--- src/rtl/sm_1118_path_sequencer.sv ---
// Path sequencer: runs one node-to-node navigation command at a time.
// It follows the line on three IR sensors, confirms a node, and then does
// one of four things: crosses the node, turns at it, stops at it, or
// settles before and after switching the electromagnet.
// All outputs come straight from flops.
module sm_1118_path_sequencer #(
    parameter int NODE_DEB  = 4,
    parameter int CLEAR_CYC = 312500,
    parameter int BLIND_CYC = 625000,
    parameter int TURN_TO   = 6250000,
    parameter int LOST_CYC  = 1562500,
    parameter int EM_CYC    = 312500
) (
    input  logic       clk,
    input  logic       rst_n,
    input  logic [2:0] sensor,
    input  logic       cmd_valid,
    input  logic [2:0] cmd,
    output logic       cmd_ready,
    output logic [3:0] direction,
    output logic       pickup,
    output logic       done,
    output logic       error
);

    function automatic int max2(input int a, input int b);
        return (a > b) ? a : b;
    endfunction

    // One shared phase counter covers CROSS, BLIND, SEEK and both SETTLE states.
    localparam int CMAX = max2(max2(CLEAR_CYC, BLIND_CYC), max2(TURN_TO, EM_CYC));
    localparam int CW   = $clog2(CMAX + 1);
    localparam int NW   = $clog2(NODE_DEB + 1);
    localparam int LW   = $clog2(LOST_CYC + 1);

    typedef enum logic [2:0] {
        S_IDLE, S_FOLLOW, S_CROSS, S_BLIND, S_SEEK, S_SETTLE1, S_SETTLE2, S_ERR
    } state_t;

    state_t        state, state_n;
    logic [CW-1:0] cnt, cnt_n, cnt_inc;
    logic [NW-1:0] node_cnt, node_n, node_inc;
    logic [LW-1:0] lost_cnt, lost_n, lost_inc;
    logic [2:0]    cmd_q, cmd_n;
    logic [3:0]    dir_n;
    logic          pickup_n, done_n, error_n;

    // Each counter stops at its terminal count instead of wrapping.
    assign cnt_inc  = (cnt == CW'(CMAX))          ? cnt      : cnt + CW'(1);
    assign node_inc = (node_cnt == NW'(NODE_DEB)) ? node_cnt : node_cnt + NW'(1);
    assign lost_inc = (lost_cnt == LW'(LOST_CYC)) ? lost_cnt : lost_cnt + LW'(1);

    // Next-state logic, and next values for every registered output.
    always_comb begin
        state_n  = state;
        dir_n    = direction;
        pickup_n = pickup;
        done_n   = 1'b0;
        error_n  = error;
        cnt_n    = cnt;
        node_n   = node_cnt;
        lost_n   = lost_cnt;
        cmd_n    = cmd_q;
        case (state)
            S_IDLE: begin
                dir_n = 4'd0;
                if (cmd_valid && cmd_ready) begin
                    cmd_n  = cmd;
                    cnt_n  = '0;
                    node_n = '0;
                    lost_n = '0;
                    if (cmd <= 3'd4)       state_n = S_FOLLOW;
                    else if (cmd != 3'd7)  state_n = S_SETTLE1;
                    else                   done_n  = 1'b1;   // no-op command
                end
            end
            S_FOLLOW: begin
                node_n = (sensor == 3'b111) ? node_inc : '0;
                lost_n = (sensor == 3'b000) ? lost_inc : '0;
                case (sensor)
                    3'b010:         dir_n = 4'd1;
                    3'b110, 3'b100: dir_n = 4'd3;
                    3'b011, 3'b001: dir_n = 4'd2;
                    default:        dir_n = direction;  // 101, 000, 111 keep heading
                endcase
                if (sensor == 3'b111 && node_inc == NW'(NODE_DEB)) begin
                    cnt_n = '0;
                    case (cmd_q)
                        3'd0: begin state_n = S_CROSS; dir_n = 4'd1; end
                        3'd1: begin state_n = S_BLIND; dir_n = 4'd6; end
                        3'd2: begin state_n = S_BLIND; dir_n = 4'd5; end
                        3'd3: begin state_n = S_BLIND; dir_n = 4'd7; end
                        default: begin state_n = S_IDLE; dir_n = 4'd0; done_n = 1'b1; end
                    endcase
                end else if (sensor == 3'b000 && lost_inc == LW'(LOST_CYC)) begin
                    state_n = S_ERR;
                    dir_n   = 4'd0;
                    error_n = 1'b1;
                end
            end
            S_CROSS: begin
                dir_n = 4'd1;
                if (cnt == CW'(CLEAR_CYC - 1)) begin
                    state_n = S_IDLE; dir_n = 4'd0; done_n = 1'b1; cnt_n = '0;
                end else cnt_n = cnt_inc;
            end
            S_BLIND: begin
                // The spin code was set on entry. Sensors are ignored so the
                // line we are leaving is not taken as the target.
                if (cnt == CW'(BLIND_CYC - 1)) begin
                    state_n = S_SEEK; cnt_n = '0;
                end else cnt_n = cnt_inc;
            end
            S_SEEK: begin
                if (sensor[1]) begin
                    state_n = S_IDLE; dir_n = 4'd0; done_n = 1'b1; cnt_n = '0;
                end else if (cnt_inc == CW'(TURN_TO)) begin
                    state_n = S_ERR; dir_n = 4'd0; error_n = 1'b1;
                end else cnt_n = cnt_inc;
            end
            S_SETTLE1: begin
                dir_n = 4'd0;
                if (cnt == CW'(EM_CYC - 1)) begin
                    state_n  = S_SETTLE2;
                    pickup_n = (cmd_q == 3'd5);
                    cnt_n    = '0;
                end else cnt_n = cnt_inc;
            end
            S_SETTLE2: begin
                dir_n = 4'd0;
                if (cnt == CW'(EM_CYC - 1)) begin
                    state_n = S_IDLE; done_n = 1'b1; cnt_n = '0;
                end else cnt_n = cnt_inc;
            end
            default: begin  // S_ERR: parked until reset, magnet left as is
                dir_n   = 4'd0;
                error_n = 1'b1;
            end
        endcase
    end

    // State, counters and outputs. Reset clears everything, including the magnet.
    always_ff @(posedge clk or negedge rst_n) begin
        if (!rst_n) begin
            state     <= S_IDLE;
            cnt       <= '0;
            node_cnt  <= '0;
            lost_cnt  <= '0;
            cmd_q     <= 3'd0;
            direction <= 4'd0;
            pickup    <= 1'b0;
            done      <= 1'b0;
            error     <= 1'b0;
            cmd_ready <= 1'b1;
        end else begin
            state     <= state_n;
            cnt       <= cnt_n;
            node_cnt  <= node_n;
            lost_cnt  <= lost_n;
            cmd_q     <= cmd_n;
            direction <= dir_n;
            pickup    <= pickup_n;
            done      <= done_n;
            error     <= error_n;
            cmd_ready <= (state_n == S_IDLE);
        end
    end

endmodule
--- config.mk ---
export PLATFORM = sky130hd
export DESIGN_NAME = sm_1118_path_sequencer
export DESIGN_NICKNAME = d
export VERILOG_FILES = /design/src/rtl/sm_1118_path_sequencer.sv
export SDC_FILE = /design/constraint.sdc
export NUM_CORES = 1
export LEC_CHECK = 0
export CORE_MARGIN = 2
export CORE_UTILIZATION = 60
export CTS_BUF_LIST = sky130_fd_sc_hd__clkbuf_8
export DETAILED_ROUTE_END_ITERATION = 16
export PLACE_DENSITY = 0.83
export SLEW_MARGIN = 25
export SYNTH_ARGS = -nofsm -noshare
export SYNTH_HDL_FRONTEND = slang
export SYNTH_SLANG_ARGS = --single-unit
--- constraint.sdc ---
create_clock -name clk -period 3.51 [get_ports clk]
set_clock_uncertainty 0.15 [all_clocks]
set_input_delay 0.5265 -clock clk [delete_from_list [all_inputs] [get_ports clk]]
set_output_delay 0.5265 -clock clk [all_outputs]
set_load 0.1 [all_outputs]
=== Yosys cells after proc, flatten, opt, wreduce, memory -nomap -nowiden ===
Index checks and enable logic that the tools add are counted.

* Bits in registers: 61
* Output and inout bits: 8
* Logic and storage cells: 121
* Bits of input ports: 9

* Reduce and logical (&&, ||, !) cells: 22
* $add $sub $neg: 3
* Eq/ne operators: 34
* Mux-type cells: 49
* Bitwise gates (word level): 2
* Order comparisons: 1

{| class="wikitable"
|+ Operator list
! kind !! count
|-
| $mux 23 || 7
|-
| $pmux 23 s5 || 1
|-
| $mux 21 || 3
|-
| $eq 23x23->1 const B || 2
|-
| $eq 21x21->1 const B || 2
|-
| $pmux 21 s2 || 1
|-
| $mux 3 || 13
|-
| $eq 3x3->1 const B || 9
|-
| $add 23x1->23 const B || 1
|-
| $eq 23x19->1 const B || 1
|-
| $eq 23x20->1 const B || 1
|-
| $add 21x1->21 const B || 1
|-
| $eq 3x2->1 const B || 6
|-
| $pmux 3 s6 || 1
|-
| $mux 4 || 4
|-
| $pmux 4 s4 || 1
|-
| $logic_not 3->1 || 4
|-
| $mux 1 || 12
|-
| $ne 2x2->1 const B || 6
|-
| $pmux 3 s4 || 1
|-
| $pmux 4 s3 || 1
|-
| $eq 3x1->1 const B || 3
|-
| $ne 3x3->1 const B || 3
|-
| $ne 6x3->1 const B || 1
|-
| 18 further kinds || 26
|}

=== Depth between registers and ports, before layout ===
Gate-level depths: netlist (run 1).

* Depth after elaboration: 8
* Depth in mapped cells: 11
* Depth with buffers taken out: 10

=== Least setup slack after synthesis (run 1) ===
Ideal clock, no wire load.

* Kind: register to register
* Start: reg cnt[2]
* End: reg cnt[19]
* Clock period less this slack: 2.865 ns
* Buffers on the path: 1
* Data arrival time: 2.620 ns
* Data required time: 3.265 ns
* Slack: 0.645 ns
* Setup time: 0.095 ns
* Stages on the path, launching flop included: 10
* Path through: dfrtp_1 -> or4b_4 -> or4_4 -> o21ai_1 -> a22oi_1 -> and4_4 -> a21o_1 -> or2_0 -> buf_2 -> o31ai_1

* Word-level cells in the longest chain between the ends: 5

{| class="wikitable"
|+ RTL lines
! item !! line !! source
|-
| start: declaration || 41 || <nowiki>logic [CW-1:0] cnt, cnt_n, cnt_inc;</nowiki>
|-
| start signal: assignment || 157 || <nowiki>cnt <= cnt_n;</nowiki>
|-
| $add 23x1->23 / $eq 23x23->1 (equally long branches) || 49 || <nowiki>assign cnt_inc = (cnt == CW'(CMAX)) ? cnt : cnt + CW'(1);</nowiki>
|-
| $mux 23 || 49 ||
|-
| $eq 23x23->1 / $mux 23 (equally long branches) || 117 || <nowiki>end else if (cnt_inc == CW'(TURN_TO)) begin</nowiki>
|-
| $ne 3x3->1 (no source line) / $mux 23 (equally long branches) || - ||
|-
| $reduce_and 4->1 (no source line) / $pmux 23 s5 (equally long branches) || - ||
|}

Several ways; a longest one is shown, not always the timed one. The select of a mux whose other input is x is not followed.
A chain may end at the register's enable or synchronous reset.

=== Worst setup path in the final report (run 1) ===
* Start: reg lost_cnt[0]
* End: reg cmd_ready

* Word-level cells in the longest chain between the ends: 8

{| class="wikitable"
|+ RTL lines
! item !! line !! source
|-
| start: declaration || 43 || <nowiki>logic [LW-1:0] lost_cnt, lost_n, lost_inc;</nowiki>
|-
| start signal: assignment || 159 || <nowiki>lost_cnt <= lost_n;</nowiki>
|-
| $add 21x1->21 / $eq 21x21->1 (equally long branches) || 51 || <nowiki>assign lost_inc = (lost_cnt == LW'(LOST_CYC)) ? lost_cnt : lost_cnt + LW'(1);</nowiki>
|-
| $mux 21 * || 51 ||
|-
| $eq 21x21->1 * || 95 || <nowiki>end else if (sensor == 3'b000 && lost_inc == LW'(LOST_CYC)) begin</nowiki>
|-
| $logic_and 1x1->1 * || 95 ||
|-
| $mux 3 * || 95 ||
|-
| $mux 3 * || 86 || <nowiki>if (sensor == 3'b111 && node_inc == NW'(NODE_DEB)) begin</nowiki>
|-
| $pmux 3 s6 * || 64 || <nowiki>case (state)</nowiki>
|-
| net state_n[2] || 40 || <nowiki>state_t state, state_n;</nowiki>
|-
| $logic_not 3->1 * || 165 || <nowiki>cmd_ready <= (state_n == S_IDLE);</nowiki>
|-
| end signal: assignment || 165 ||
|-
| end: declaration || 19 || <nowiki>output logic cmd_ready,</nowiki>
|}

Mark *: on every way through the listed nets, which the timed path passes. The rest lies on a longest branch.

==> results of run 1 <==
-- flip-flops by register name, indices dropped and copies added, names as in the netlist --
signal / count
error: 1
cmd_q: 3
cmd_ready: 1
cnt: 23
state: 3
node_cnt: 3
done: 1
pickup: 1
lost_cnt: 21
direction: 3
-- power by group --
| part | internal, mW | switching [mW] |
|---|---|---|
| clock network | 0.397 | 0.292 |
| logic | 0.0158 | 0.0375 |
| registers | 0.693 | 0.00128 |
-- kinds of logic after synthesis --
family | synth area share [%]
other cells | 0.08563
fa+ha+maj | 1.714
mux | 1.743
simple gates | 31.63
compound gates | 22.91
buf+inv | 5.400
flops | 34.31
xor+xnor | 2.200
-- worst register-to-register path: stages, from the launching register on --
cell	delay, ps
dfrtp_1	570
ha_1	490
nand3_1	260
nor4_1	350
xnor2_1	170
a311oi_1	60
nand4_1	210
nor3_1	120
or4_1	560
nor3_1	200
-- per-stage QoR --
step	power [mW]	setup WS [ps]	utilization, %	instance area, sq um
2_1_floorplan	0.7296	644.5	-	4379
3_3_place_gp	0.7594	269.5	64.15	4603
3_5_place_dp	0.7602	250.1	64.15	4603
4_1_cts	1.446	344.1	67.29	4828
5_1_grt	1.490	33.90	67.29	4828
6_report	1.436	289.2	67.29	4828
-- path summary, 6_finish.rpt --
check / to / cells after the start
setup / recovery: cmd_ready / 9
hold / removal: error / 1
setup reg to reg: cmd_ready / 9
hold reg to reg: error / 1
max in group asynchronous: cmd_ready / 3
min in group asynchronous: direction[0] / 2
-- layout make-up --
type / count / area (sq um) / area share (%)
well taps: 99 / 123.9 / 2.565
inverters: 15 / 56.30 / 1.166
flip-flops and latches: 60 / 1503 / 31.12
repair buffers: 32 / 285.3 / 5.908
clock inverters: 7 / 91.34 / 1.892
clock buffers: 9 / 123.9 / 2.565
multi-input cells: 423 / 2645 / 54.78
-- routing by layer --
layer,vias to the layer above,part of all wire [%],track usage (%)
met2,204,47,47.00
met3,35,6.6,5.448
met5,-,0,0
met1,2103,43,41.41
li1,2043,-,-
met4,0,3.3,12.62
-- placed cells by master (no fill, tap or decap), types with 13 or more instances in the layout --
master           synthesis  layout
o21ai_0                 59      59
dfrtp_1                 59      59
nand2_1                 43      43
nor2_1                  39      39
nand3_1                 23      23
nor3_1                  22      22
nand4_1                 21      21
o31ai_1                 19      19
a21oi_1                 16      16
buf_4                    2      16
inv_1                   15      15
and3_1                  13      13
and4_1                  13      13
clkdlybuf4s50_1          0      13
==> impl_metrics.ini, run 1 <==
[hold_path]
hp-class = reg2reg
min_from = error

[yosys]
netlist_top_cells_area = dfrtp_1, o21ai_0, nand2_1, nor2_1, o31ai_1
synth_area_sq_um = 4379
synth_cell_types = 71
synth_cells = 542
synthTopCellsByCount = dfrtp_1, o21ai_0, nand2_1, nor2_1, clkbuf_1
synthArstFlopShare_pct = 100.0
ys_seq_elements = 60
avgSynthCellArea_sq_um = 8.080
yosys_most_used_dff = dfrtp_1
yosysTopAreaCellShare_pct = 33.71
synth-edff-count = 0
syn_nets = 557
synth_seq_area_share_pct = 34.31
synth_warnings = 0
synth_top_area_cell = dfrtp_1

[die]
die_area_sq_um = 7998
fp.dieW_um = 89.43
fp.coreArea_sq_um = 7176
ios = 17
initial_core_util_pct = 61.03
rows = 31
die_h_um = 89.43

[sta]
worst_pin_slew_ps = 977.7
max_clock_freq_ghz = 0.3105
relSlewSlack_pct = 34.62
hold_ws_ps = 345.8
setup_viol = 0
drv_slew = 0
tns_ps = 0
period_minus_slack_ps = 3221
min_period_over_period_pct = 91.76
rsz0062_at_grt = false
finalHoldViolations = 0

[power]
peakVddDrop_mv = 0.1858
leakage_nw = 1.935
p_per_area_nw_per_um2 = 297.4

[placed_design]
hpwl_mm = 8.067
io_buffers = 15
gp_congestion = 0.9617
placed_cells = 628

[clock_network]
cts_tree = done
clkTransAtPathRegs_ps = 80
ctsLongestPathBuffers = 2
htreeDepth = 3
cts_buffers = 9
cts_num_sinks = 60
post_cts_resized = 0
worstSkewPairLatency_ps = 350
post_cts_buffers = 0
cts_root_buffer = clkbuf_8
holdBufCountCts = 1

[setup_path]
crit_path_end_kind = flop
ff2ff_setup_slack_ps = 290
crit_type = reg2reg
path_delay_family = simple AND/OR/NAND/NOR gates
slowest_delay_ps = 570
worstPathCellList = ha_1 -> nand3_1 -> nor4_1 -> xnor2_1 -> a311oi_1 -> nand4_1 -> nor3_1 -> or4_1 -> nor3_1
crit_arrival_ps = 3340
start_kind = flop
crit_path_frequent_cell = nor3_1
r2r_start = lost_cnt[0]
crit_slowest_cell = dfrtp_1
cp.required_ps = 3620
path_max_fanout = 13
path_buf_inv = 0
worstSetupStartpoint = lost_cnt[0]

[flow_run]
maxCapViolCount = 0

[drt]
routed_via_density = 6.798
post-route-drc-count = 0
vias = 4385
drt_iter0_drc = 474
wl_per_cell_um = 17.57
totalWireLength_mm = 11.33
drt_first_pass_iters = 5
ant_nets = 0

[cells_and_area]
drive_above_1_share_pct = 8.791
fillCellCount = 579
syn2layout_area_growth_pct = 10.26
instances_no_fill = 645
antenna_cells = 0
fin_nets = 556

[global_routing]
globalRouteTotalUtil_pct = 30.21
grt_max_degree = 39
grt-ovfl-total = 0
first_global_vias = 3963
grt_pass1_wl_mm = 19.04
antenna_found_initial = 0

[run_status]
status = completed
No activity file was read; power rests on OpenSTA's default activity.
==> run 2: changes to the inputs <==
CORE_UTILIZATION = 50   (was 60)
PLACE_DENSITY = 0.71   (was 0.83)
==> run 2 against run 1 <==
Compared with the run above:
- clock power fell by 8.1%
- final area fell by 0.10%
- sequential power barely moved
- die area increased by 19%
- critical path depth unchanged
- register-to-register slack is essentially flat
- sequential share of layout area about the same
- largest cell class unchanged
- largest power group unchanged
==> impl_metrics.ini, run 2 (synthesis results as in run 1) <==
[run_status]
status = completed

[power]
clkPwrFrac_pct = 45.9
p_per_area_nw_per_um2 = 285.6
p_seq_share_pct = 50.4
switching_share_pct = 23.96
p_comb_share_pct = 3.8
peakVddDrop_mv = 0.1752
power_switching_uw = 330.1
leakage_nw = 1.928
p_int_mw = 1.047

[clock_network]
cts_buffers = 9
post_cts_resized = 0
clkTransAtPathRegs_ps = 80
ctsLongestPathBuffers = 2
cts_tree = done
post_cts_buffers = 0
htreeDepth = 3
worstSkewPairLatency_ps = 340
cts_num_sinks = 60
cts_root_buffer = clkbuf_8

[sta]
max_clock_freq_ghz = 0.3099
min_period_over_period_pct = 91.93
tns_ps = 0
period_minus_slack_ps = 3227
rsz0062_at_grt = false
worst_pin_slew_ps = 985.6
relSlewSlack_pct = 34.09
setup_viol = 0
finalHoldViolations = 0
drv_slew = 0

[flow_run]
maxCapViolCount = 0

[global_routing]
globalRouteTotalUtil_pct = 24.24
antenna_found_initial = 0
first_global_vias = 4039
grt_pass1_wl_mm = 19.22
grt-ovfl-total = 0
grt_max_degree = 41

[setup_path]
path_buf_inv = 1
path_max_fanout = 38
start_kind = flop
worstPathCellList = ha_1 -> or4b_1 -> nor3_1 -> and4_1 -> o21ai_0 -> a22oi_2 -> buf_12 -> or2_0 -> o31ai_1
crit_path_end_kind = flop
cp.required_ps = 3580
rr_worst_depth = 9
crit_type = reg2reg
crit_slowest_cell = dfrtp_1
path_depth = 9
path_delay_family = simple AND/OR/NAND/NOR gates
crit_arrival_ps = 3300
slowest_delay_ps = 540

[die]
die_h_um = 97.59
fp.coreArea_sq_um = 8593
ios = 17
initial_core_util_pct = 50.96
fp.dieW_um = 97.59
rows = 34
die_area_sq_um = 9523

[cells_and_area]
fin_area_sq_um = 4823
layout_common_cells = o21ai_0, dfrtp_1, nand2_1
syn2layout_area_growth_pct = 10.14
seqCellArea_sq_um = 1503
regMostFlops = cnt
largest_register_ffs = 23
fillCellCount = 776
reg_top3 = cnt: 23 flops, lost_cnt: 21 flops
fin_nets = 557
drive_above_1_share_pct = 8.608
antenna_cells = 0
multi_input_area_sq_um = 2645
utilization_pct = 56.13

[drt]
drt_iter0_drc = 339
post-route-drc-count = 0
ant_nets = 0
wl_per_cell_um = 17.04
drt_first_pass_iters = 5
vias = 4270
totalWireLength_mm = 11.15
routed_via_density = 6.529

[hold_path]
hp-class = reg2reg
whs_path_depth = 1

[placed_design]
dpl-instance-area_sq_um = 4622
gp_congestion = 0.9474
hpwl_mm = 7.884
io_buffers = 15
## run 2: changes by cell type in the layout (fill, tap and decap cells not counted), sizes merged
cell,delta
clkinvlp,+1
clkinv,-3
inv,+1
buf,+1
clkbuf,+1
bufinv,-1
## run 2: worst reg2reg max path: cells and delay by family, from the launching register on
| kind | cells | cell delay (ps) |
|---|---|---|
| buf+inv | 1 | 230 |
| fa+ha+maj | 1 | 250 |
| simple gates | 4 | 1420 |
| compound gates | 3 | 520 |
| flops | 1 | 540 |
## run 2: path summary, 6_finish.rpt
check / end / slack [ps] / startpoint
worst max-delay path: cnt[19] / 280 / cnt[0]
worst min-delay path: error / 330 / error
worst max register to register: cnt[19] / 280 / cnt[0]
worst min register to register: error / 330 / error
max in group asynchronous: cmd_ready / 1780 / rst_n
min in group asynchronous: lost_cnt[9] / 530 / rst_n
## run 2: per-stage QoR
stage / instances / hold slack (ps) / power [mW] / setup slack [ps]
final: 654 / 327.3 / 1.378 / 283.2
after global routing: 654 / 359.5 / 1.431 / 82.88
after CTS: 654 / 337.7 / 1.390 / 328.7
after detailed placement: 638 / 316.6 / 0.7594 / 285.4
after global placement: 638 / 309.6 / 0.7589 / 244.1
after floorplan: 542 / 80.91 / 0.7296 / 644.5
## run 2: final cells by class
| cell class | count | area share (%) |
|---|---|---|
| clock inverters | 5 | 1.115 |
| well taps | 108 | 2.802 |
| inverters | 15 | 1.167 |
| clock buffers | 10 | 2.853 |
| flip-flops and latches | 60 | 31.15 |
| multi-input cells | 423 | 54.84 |
| repair buffers | 33 | 6.070 |
## run 2: what timing repair did
item	CTS	global route
endpoints found under the hold margin	2	0
hold buffers	1	0
setup endpoints to repair	0	0
## run 2: power by group through the flow
stage | registers [mW] | logic, mW | clock network [mW]
6_report | 0.694 | 0.0518 | 0.632
5_1_grt | 0.694 | 0.0570 | 0.680
4_1_cts | 0.694 | 0.0532 | 0.643
3_5_place_dp | 0.707 | 0.0521 | 0
3_3_place_gp | 0.707 | 0.0515 | 0
2_1_floorplan | 0.717 | 0.0125 | 0
## run 2: routing by layer
metal | global-route usage (%) | wire length, um | up-vias
met5 | 0 | 0 | -
met4 | 10.26 | 361 | 0
met3 | 5.252 | 662 | 37
met2 | 37.77 | 5148 | 169
met1 | 32.63 | 4973 | 2015
li1 | - | - | 2049
